$ cat config.mk
export PLATFORM = sky130hd
export DESIGN_NAME = breakpoint_unit
export DESIGN_NICKNAME = d
export VERILOG_FILES = /design/src/rtl/breakpoint_unit.sv
export SDC_FILE = /design/constraint.sdc
export NUM_CORES = 1
export LEC_CHECK = 0
export BUFFER_PORTS_ARGS = -buffer_cell sky130_fd_sc_hd__buf_4
export CAP_MARGIN = 20
export CORE_ASPECT_RATIO = 0.6
export CORE_MARGIN = 5
export CORE_UTILIZATION = 35
export DETAILED_ROUTE_END_ITERATION = 10
export HOLD_SLACK_MARGIN = 0.06
export SETUP_SLACK_MARGIN = 0.1
export SYNTH_ARGS = -nofsm -noshare
export SYNTH_HDL_FRONTEND = slang
export SYNTH_SLANG_ARGS = --single-unit
$ cat constraint.sdc
create_clock -name i_clk -period 3.1 [get_ports i_clk]
set_input_delay 0.775 -clock i_clk [delete_from_list [all_inputs] [get_ports i_clk]]
set_output_delay 0.775 -clock i_clk [all_outputs]
set_load 0.005 [all_outputs]
$ cat src/rtl/breakpoint_unit.sv
// -----------------------------------------------------------------------------
// breakpoint_unit
//
// Responder side of the halt/breakpoint handshake with the clock controller.
// Holds NUM_BP programmable PC breakpoints, compares them against every
// qualified instruction fetch and drives the active-low hit line back to the
// controller, which gates the CPU clock while the hit is held.
//
// Optional feature (macro BREAKPOINT_MASK_EN):
//   defined   - each entry also stores a compare mask, so a breakpoint can
//               cover an address range ((pc & mask) == (addr & mask)).
//   undefined - no mask storage, i_bpMask is ignored, exact match only.
//
// Ports:
//   i_clk                system clock, rising edge
//   i_resetn             synchronous active-low reset
//   i_breakpointEnableN  0 = breakpoints armed, 1 = compare disabled
//   i_halt               1 = CPU clocked this cycle, 0 = CPU halted
//   i_fetch              instruction fetch strobe (valid with i_halt=1)
//   i_pc                 fetch address
//   i_bpWrite            write one breakpoint entry
//   i_bpIndex            entry index to write
//   i_bpAddr             breakpoint address
//   i_bpMask             compare mask (mask build only)
//   i_bpValid            valid bit written with the entry
//   i_bpClearAll         invalidate every entry (wins over i_bpWrite)
//   o_bpWriteAck         one-cycle pulse after an accepted write or clear
//   o_breakpointHitN     0 = breakpoint hit, halt requested
//   o_hitIndex           index of the most recent hit entry
//   o_hitCount           saturating count of hits since reset
//
// IDX_WIDTH must equal clog2(NUM_BP); NUM_BP is expected in 2..16.
// -----------------------------------------------------------------------------
module breakpoint_unit #(
  parameter int ADDR_WIDTH = 16,
  parameter int NUM_BP     = 4,
  parameter int IDX_WIDTH  = 2
) (
  input  logic                  i_clk,
  input  logic                  i_resetn,
  input  logic                  i_breakpointEnableN,
  input  logic                  i_halt,
  input  logic                  i_fetch,
  input  logic [ADDR_WIDTH-1:0] i_pc,
  input  logic                  i_bpWrite,
  input  logic [IDX_WIDTH-1:0]  i_bpIndex,
  input  logic [ADDR_WIDTH-1:0] i_bpAddr,
  input  logic [ADDR_WIDTH-1:0] i_bpMask,
  input  logic                  i_bpValid,
  input  logic                  i_bpClearAll,
  output logic                  o_bpWriteAck,
  output logic                  o_breakpointHitN,
  output logic [IDX_WIDTH-1:0]  o_hitIndex,
  output logic [7:0]            o_hitCount
);

  typedef enum logic [1:0] {
    ST_ARMED = 2'd0,
    ST_HIT   = 2'd1,
    ST_SKIP  = 2'd2
  } state_t;

  // ---------------------------------------------------------------------------
  // Breakpoint entry storage
  // ---------------------------------------------------------------------------
  logic [ADDR_WIDTH-1:0] bp_addr_q  [NUM_BP];
  logic [ADDR_WIDTH-1:0] bp_addr_d  [NUM_BP];
  logic [NUM_BP-1:0]     bp_valid_q;
  logic [NUM_BP-1:0]     bp_valid_d;
  logic                  write_ack_q;
  logic                  write_ack_d;

`ifdef BREAKPOINT_MASK_EN
  logic [ADDR_WIDTH-1:0] bp_mask_q  [NUM_BP];
  logic [ADDR_WIDTH-1:0] bp_mask_d  [NUM_BP];
`else
  // Mask input has no function in the exact-match build.
  logic unused_bp_mask;
  assign unused_bp_mask = ^i_bpMask;
`endif

  always_comb begin
    bp_addr_d   = bp_addr_q;
    bp_valid_d  = bp_valid_q;
    write_ack_d = 1'b0;
`ifdef BREAKPOINT_MASK_EN
    bp_mask_d   = bp_mask_q;
`endif
    if (i_bpClearAll) begin
      // Clear-all only drops valid bits; a simultaneous write is discarded.
      bp_valid_d  = '0;
      write_ack_d = 1'b1;
    end else if (i_bpWrite) begin
      write_ack_d = 1'b1;
      // Indices beyond NUM_BP (non power-of-two counts) are acknowledged
      // but have no storage behind them.
      if (int'(i_bpIndex) < NUM_BP) begin
        bp_addr_d[i_bpIndex]  = i_bpAddr;
        bp_valid_d[i_bpIndex] = i_bpValid;
`ifdef BREAKPOINT_MASK_EN
        bp_mask_d[i_bpIndex]  = i_bpMask;
`endif
      end
    end
  end

  // ---------------------------------------------------------------------------
  // Per-entry compare (uses registered entries, so a same-cycle write does
  // not affect the current fetch)
  // ---------------------------------------------------------------------------
  logic [NUM_BP-1:0] match;

  for (genvar gi = 0; gi < NUM_BP; gi++) begin : g_match
`ifdef BREAKPOINT_MASK_EN
    assign match[gi] = bp_valid_q[gi] &
                       ((i_pc & bp_mask_q[gi]) == (bp_addr_q[gi] & bp_mask_q[gi]));
`else
    assign match[gi] = bp_valid_q[gi] & (i_pc == bp_addr_q[gi]);
`endif
  end

  // Lowest matching index wins: scan downward so the last assignment is the
  // smallest index.
  logic [IDX_WIDTH-1:0] winner;

  always_comb begin
    winner = '0;
    for (int k = NUM_BP - 1; k >= 0; k--) begin
      if (match[k]) begin
        winner = IDX_WIDTH'(k);
      end
    end
  end

  logic qual_fetch;
  assign qual_fetch = i_fetch & i_halt & ~i_breakpointEnableN;

  // ---------------------------------------------------------------------------
  // Handshake state machine
  // ---------------------------------------------------------------------------
  state_t                state_q,     state_d;
  logic                  hit_n_q,     hit_n_d;
  logic [IDX_WIDTH-1:0]  hit_index_q, hit_index_d;
  logic [7:0]            hit_count_q, hit_count_d;
  logic [ADDR_WIDTH-1:0] skip_addr_q, skip_addr_d;
  logic                  take_hit;

  always_comb begin
    state_d     = state_q;
    hit_n_d     = hit_n_q;
    hit_index_d = hit_index_q;
    hit_count_d = hit_count_q;
    skip_addr_d = skip_addr_q;
    take_hit    = 1'b0;

    case (state_q)
      ST_ARMED: begin
        if (qual_fetch && (|match)) begin
          take_hit = 1'b1;
        end
      end
      ST_HIT: begin
        // A sampled run cycle is a single-step release; disabling
        // breakpoints also releases the halt.
        if (i_halt || i_breakpointEnableN) begin
          state_d = ST_SKIP;
          hit_n_d = 1'b1;
        end
      end
      ST_SKIP: begin
        if (i_breakpointEnableN) begin
          state_d = ST_ARMED;
        end else if (qual_fetch) begin
          state_d = ST_ARMED;
          // Re-fetch of the instruction we stopped on must not re-trigger;
          // any other address is compared as usual.
          if ((i_pc != skip_addr_q) && (|match)) begin
            take_hit = 1'b1;
          end
        end
      end
      default: begin
        state_d = ST_ARMED;
        hit_n_d = 1'b1;
      end
    endcase

    if (take_hit) begin
      state_d     = ST_HIT;
      hit_n_d     = 1'b0;
      hit_index_d = winner;
      skip_addr_d = i_pc;
      hit_count_d = (hit_count_q == 8'hFF) ? hit_count_q : hit_count_q + 8'd1;
    end
  end

  always_ff @(posedge i_clk) begin
    if (!i_resetn) begin
      for (int k = 0; k < NUM_BP; k++) begin
        bp_addr_q[k] <= '0;
`ifdef BREAKPOINT_MASK_EN
        bp_mask_q[k] <= '0;
`endif
      end
      bp_valid_q  <= '0;
      write_ack_q <= 1'b0;
      state_q     <= ST_ARMED;
      hit_n_q     <= 1'b1;
      hit_index_q <= '0;
      hit_count_q <= '0;
      skip_addr_q <= '0;
    end else begin
      bp_addr_q   <= bp_addr_d;
`ifdef BREAKPOINT_MASK_EN
      bp_mask_q   <= bp_mask_d;
`endif
      bp_valid_q  <= bp_valid_d;
      write_ack_q <= write_ack_d;
      state_q     <= state_d;
      hit_n_q     <= hit_n_d;
      hit_index_q <= hit_index_d;
      hit_count_q <= hit_count_d;
      skip_addr_q <= skip_addr_d;
    end
  end

  assign o_bpWriteAck     = write_ack_q;
  assign o_breakpointHitN = hit_n_q;
  assign o_hitIndex       = hit_index_q;
  assign o_hitCount       = hit_count_q;

endmodule

Word level (Yosys, flattened, before mapping)
Cells that the tools add are included.

cells by class
  $add $sub $neg = 1
  order comparisons = 4
  equal/unequal tests = 14
  multiplexer cells = 25
  bitwise operators = 12
  reductions and logical operators = 15

operator list
  kind                   number
  $bwmux W64             1
  $eq A16 B16 Y1         4
  $demux W16 S2          1
  $mux W16               1
  $ne A16 B16 Y1         1
  $mux W2                7
  $mux W1                10
  $add A8 B1 Y8 const B  1
  $eq A8 B8 Y1 const B   1
  $and A1 B1 Y1          6
  $ne A3 B3 Y1 const B   2
  $pmux W2 S3            1
  $reduce_and A2 Y1      3
  $reduce_and A3 Y1      2
  $reduce_or A2 Y1       3
  $not A1 Y1             5
  $bwmux W4              1
  $logic_and A1 B1 Y1    4
  $ne A2 B2 Y1 const B   2
  $ne A4 B4 Y1 const B   1
  $pmux W1 S2            2
  $reduce_or A4 Y1       1
  $ge A3 B3 Y1 const B   1
  $lt A2 B3 Y1 const B   1
  other kinds (9)        9

storage, ports and cells
  register bits after elaboration = 98
  input bits = 58
  output and inout port bits = 12
  word-level logic and storage cells = 83

Longest topological paths before layout
  depth in word-level cells = 10
  mapped depth = 9
  gate-level depth less buffers = 7

Least setup slack after synthesis
No wires, ideal clock.

  kind = input to register
  start = input port i_pc[9]
  end = register hit_count_q[6] (netlist: o_hitCount[6])
  arrival time = 2387 ps
  slack = 582 ps
  stages on the path = 9
  buffers on the path = 2
  cell sequence = buf_2 > xor2_1 > nor4b_2 > nand4_1 > o32ai_4 > o21ai_2 > buf_2 > nor4b_2 > nor3_1

on the way
  word-level cells in the longest chain between the ends = 9
  elaborated cells on any way between the ends = 18
  those cells by class = eq/ne (5); mux (5); bitwise (4); reduce/logical (4)

ends and longest elaborated chain
  element                          line      RTL
  start, declared                  44        input logic [ADDR_WIDTH-1:0] i_pc,
  $eq A16 B16 Y1                   118       assign match[gi] = bp_valid_q[gi] & (i_pc == bp_addr_q[gi]);
  $and A1 B1 Y1                    118
  $reduce_or A4 Y1                 158, 177
  $logic_and A1 B1 Y1              177       if ((i_pc != skip_addr_q) && (|match)) begin
  $mux W1                          177
  $mux W1                          173       end else if (qual_fetch) begin
  $mux W1                          171       if (i_breakpointEnableN) begin
  $pmux W1 S2 (*)                  156       case (state_q)
  $reduce_and A2 Y1 (no line) (*)  -
  end signal, assigned             222       hit_count_q <= hit_count_d;
  end, declared                    144       logic [7:0] hit_count_q, hit_count_d;

Every way passes the cells marked *; elsewhere a longest branch is shown, timed or not.
A chain may end at the register's enable or synchronous reset.

Worst setup path in the final report
  start = input port i_pc[8]
  end = register skip_addr_q[8]

on the way
  word-level cells in the longest chain between the ends = 8
  elaborated cells on any way between the ends = 17
  those cells by class = eq/ne (5); mux (5); bitwise (4); reduce/logical (3)

ends and longest elaborated chain
  element               line      RTL
  $eq A16 B16 Y1        118
  $and A1 B1 Y1         118
  $reduce_or A4 Y1      158, 177
  $logic_and A1 B1 Y1   177
  $mux W1               177
  $mux W1               173
  $mux W1               171
  $pmux W1 S2           156
  end signal, assigned  223       skip_addr_q <= skip_addr_d;
  end, declared         145       logic [ADDR_WIDTH-1:0] skip_addr_q, skip_addr_d;

Parallel ways exist; a longest one is shown, timed or not.

==> flow_metrics.py <==
metrics = {
    "yosys": {
        "synth_seq_cells": 98,
        "ys_top_cells_by_area": "dfxtp_1 (40%), nand2_1 (11%), xor2_1 (9.9%), a21oi_1 (7.3%), mux2i_1 (4.3%)",
        "synth_edf_count": 0,
        "synthArstFlopShare_pct": 0,
        "ys_seq_area_share_pct": 40.2,
        "yosysTopAreaCellShare_pct": 40.2,
        "ys_types": 44,
        "yosysTopAreaCell": "dfxtp_1",
        "avgSynthCellArea_um2": 8.35,
        "yosys_warnings": 0,
        "yosysMostFrequentCell": "nand2_1",
        "ys.flop_type": "dfxtp_1",
        "synth_nets": 644,
        "netlist_instances": 585,
        "syn_area_um2": 4880,
        "synth_common_cells": "nand2_1 (137), dfxtp_1 (98), a21oi_1 (71)",
    },
    "route": {
        "firstDrtPassIters": 5,
        "routed-via-count": 4294,
        "vias_per_cell": 5.26,
        "detail-route-antenna-nets": 0,
        "remaining_drc_errors": 0,
        "wirelength_um": 14900,
        "wire_per_inst_um": 18.3,
        "drt_iter0_markers": 357,
    },
    "grt": {
        "grt_pass1_wl_um": 23100,
        "grt_usage_pct": 18.3,
        "grtUsageMet1_pct": 27.4,
        "antenna_found_initial": 0,
        "grt_start_max_net_pins": 76,
        "busiest_layer": "met1",
        "grt_use_met3_pct": 4.84,
        "grt.overflow.total": 0,
        "grt_pass1_vias": 4105,
        "use_met2_pct": 26.6,
    },
    "flow_run": {
        "maxCapViolCount": 0,
    },
    "timing": {
        "rsz0062_at_grt": "no",
        "fmax_ghz": 0.378,
        "fin_tns_setup_ps": 0,
        "setup_viol": 0,
        "fin_crit_ps": 2650,
        "relSlewSlack_pct": 39.5,
        "min_period_over_period_pct": 85.3,
        "worst_slew_pin_slew_ps": 907,
        "fin_skew_ps": 7.61,
        "maxSlewViolCount": 0,
        "hold_viol": 0,
    },
    "setup_path": {
        "cpMaxStageDelayCell": "o32ai_4",
        "cp-start-kind": "input pin",
        "crit_required_ps": 3320,
        "slowest_delay_ps": 430,
        "path_cells": "buf_4, xnor2_1, nor4b_2, nand4_1, o32ai_4, o21ai_2, buf_4, mux2i_1, nor2_1",
        "crit_path_max_fanout": 10,
        "crit_arrival_ps": 2870,
        "critPathCaptureType": "flip-flop",
        "path_class": "in2reg",
        "critPathMostFrequentCell": "buf_4",
    },
    "finish": {
        "diodes": 0,
        "drive_gt1_share_pct": 14.9,
        "stdcell_count": 816,
        "multi_input_comb_area_um2": 2690,
        "areaGrowthSynthToFinish_pct": 17.4,
        "seq_area_um2": 1960,
        "nets": 678,
        "fillers": 1398,
    },
    "cts": {
        "clkLatencyLatePin_ps": 340,
        "clkTransAtPathRegs_ps": 70,
        "cts_tree": "done",
        "cts_made_buffers": 9,
        "root_buffer": "clkbuf_16",
        "postCtsResizedCells": 0,
        "post_cts_buffers": 0,
        "cts_sinks": 98,
        "clockBufferDepth": 2,
        "ctsHoldBuffers": 0,
        "htreeDepth": 3,
    },
    "pwr": {
        "ir_worst_vdd_mv": 0.258,
        "p_leak_nw": 2.25,
        "powerDensity_nw_per_um2": 499,
        "power_w": 0.00286,
    },
    "placed_design": {
        "placed_cells": 800,
        "dp_hpwl_um": 11100,
        "place.port_buffers": 53,
        "globalplace.congestion": 0.944,
    },
    "floorplan": {
        "core_um2": 13700,
        "ioPinCount": 70,
        "dieArea_um2": 16500,
        "fp-row-count": 33,
        "start_util_pct": 35.7,
        "dieWidth_um": 163,
        "die_h_um": 102,
    },
    "hold_path": {
        "hp-class": "reg2reg",
    },
    "run_status": {
        "status": "finished clean",
    },
}
-- path summary, 6_finish.rpt --
| kind | startpoint | end | slack, ps | cells past startpoint |
|---|---|---|---|---|
| setup / recovery | i_pc[8] | skip_addr_q[8] | 450 | 9 |
| hold / removal | bp_addr_q[56] | bp_addr_q[56] | 470 | 2 |
| setup reg to reg | bp_addr_q[24] | skip_addr_q[8] | 700 | 8 |
| hold reg to reg | bp_addr_q[56] | bp_addr_q[56] | 470 | 2 |
-- logic make-up after synthesis --
| group | Yosys count | synth area share, % |
|---|---|---|
| xor+xnor | 81 | 14.8 |
| mux | 21 | 4.30 |
| flops | 98 | 40.2 |
| compound gates | 88 | 11.1 |
| simple gates | 252 | 24.5 |
| buf+inv | 44 | 4.92 |
| fa+ha+maj | 1 | 0.256 |
-- metrics by stage --
step                worst slack, ps  hold slack (ps)  util [%]  cell area (µm²)
floorplan                       582              445         -             4880
global placement                202              455      39.4             5390
detailed placement              119              460      39.4             5390
CTS                             494              469      41.9             5730
global route                    363              487      41.9             5730
finish                          454              470      41.9             5730
-- flip-flops by register name (all words and copies together), names as in the netlist --
register / cells
bp_addr_q: 64
skip_addr_q: 16
o_hitCount: 8
bp_valid_q: 4
o_hitIndex: 2
state_q: 2
o_bpWriteAck: 1
o_breakpointHitN: 1
-- placed cells by master (no fill, tap or decap), types with 2 or more instances in the layout --
master     netlist  layout
nor4_1          18      18
o21ai_0          5       5
nand3b_1         3       3
nand2_1        137     137
and2_1           2       2
nor4_2           2       2
o32ai_4          2       2
nor4b_1          2       2
or3_1            5       5
xnor2_1         24      24
a21oi_1         71      71
nand2b_1         5       5
xor2_2           2       2
dfxtp_1         98      98
nand4_1         11      11
bufinv_16        0       3
nor3_1           9       8
nand3_1         12      12
nor2_1          28      28
xor2_1          55      55
and4_1           2       2
and3_1           9       9
mux2i_1         21      21
buf_4            1      61
clkbuf_16        0       9
nor4b_2          3       3
inv_6            0       2
inv_1            4       4
-- metal layers --
metal	up-vias	wire length [µm]
met5	-	0
met4	0	150
met3	18	1430
met2	174	6100
met1	2057	7260
li1	2045	-
-- critical path: cells and delay by family --
kind / cells / cell delay (ps)
compound gates: 2 / 640
mux: 1 / 170
buf+inv: 2 / 390
xor+xnor: 1 / 280
simple gates: 3 / 590
-- final cells by class --
class                      instances  area share [%]
tap                              192            4.19
timing repair buffer              62            8.34
sequential                        98            34.2
clock inverter                     6            1.96
multi-input combinational        443            47.0
clock buffer                      10            3.99
inverter                           5           0.327
-- report_power, final --
group          switching, W  internal [W]
clock              0.000499      0.000794
combinational      0.000177      0.000102
sequential        0.0000141       0.00128
total              0.000690       0.00217
(Power assumes the default switching activity.)
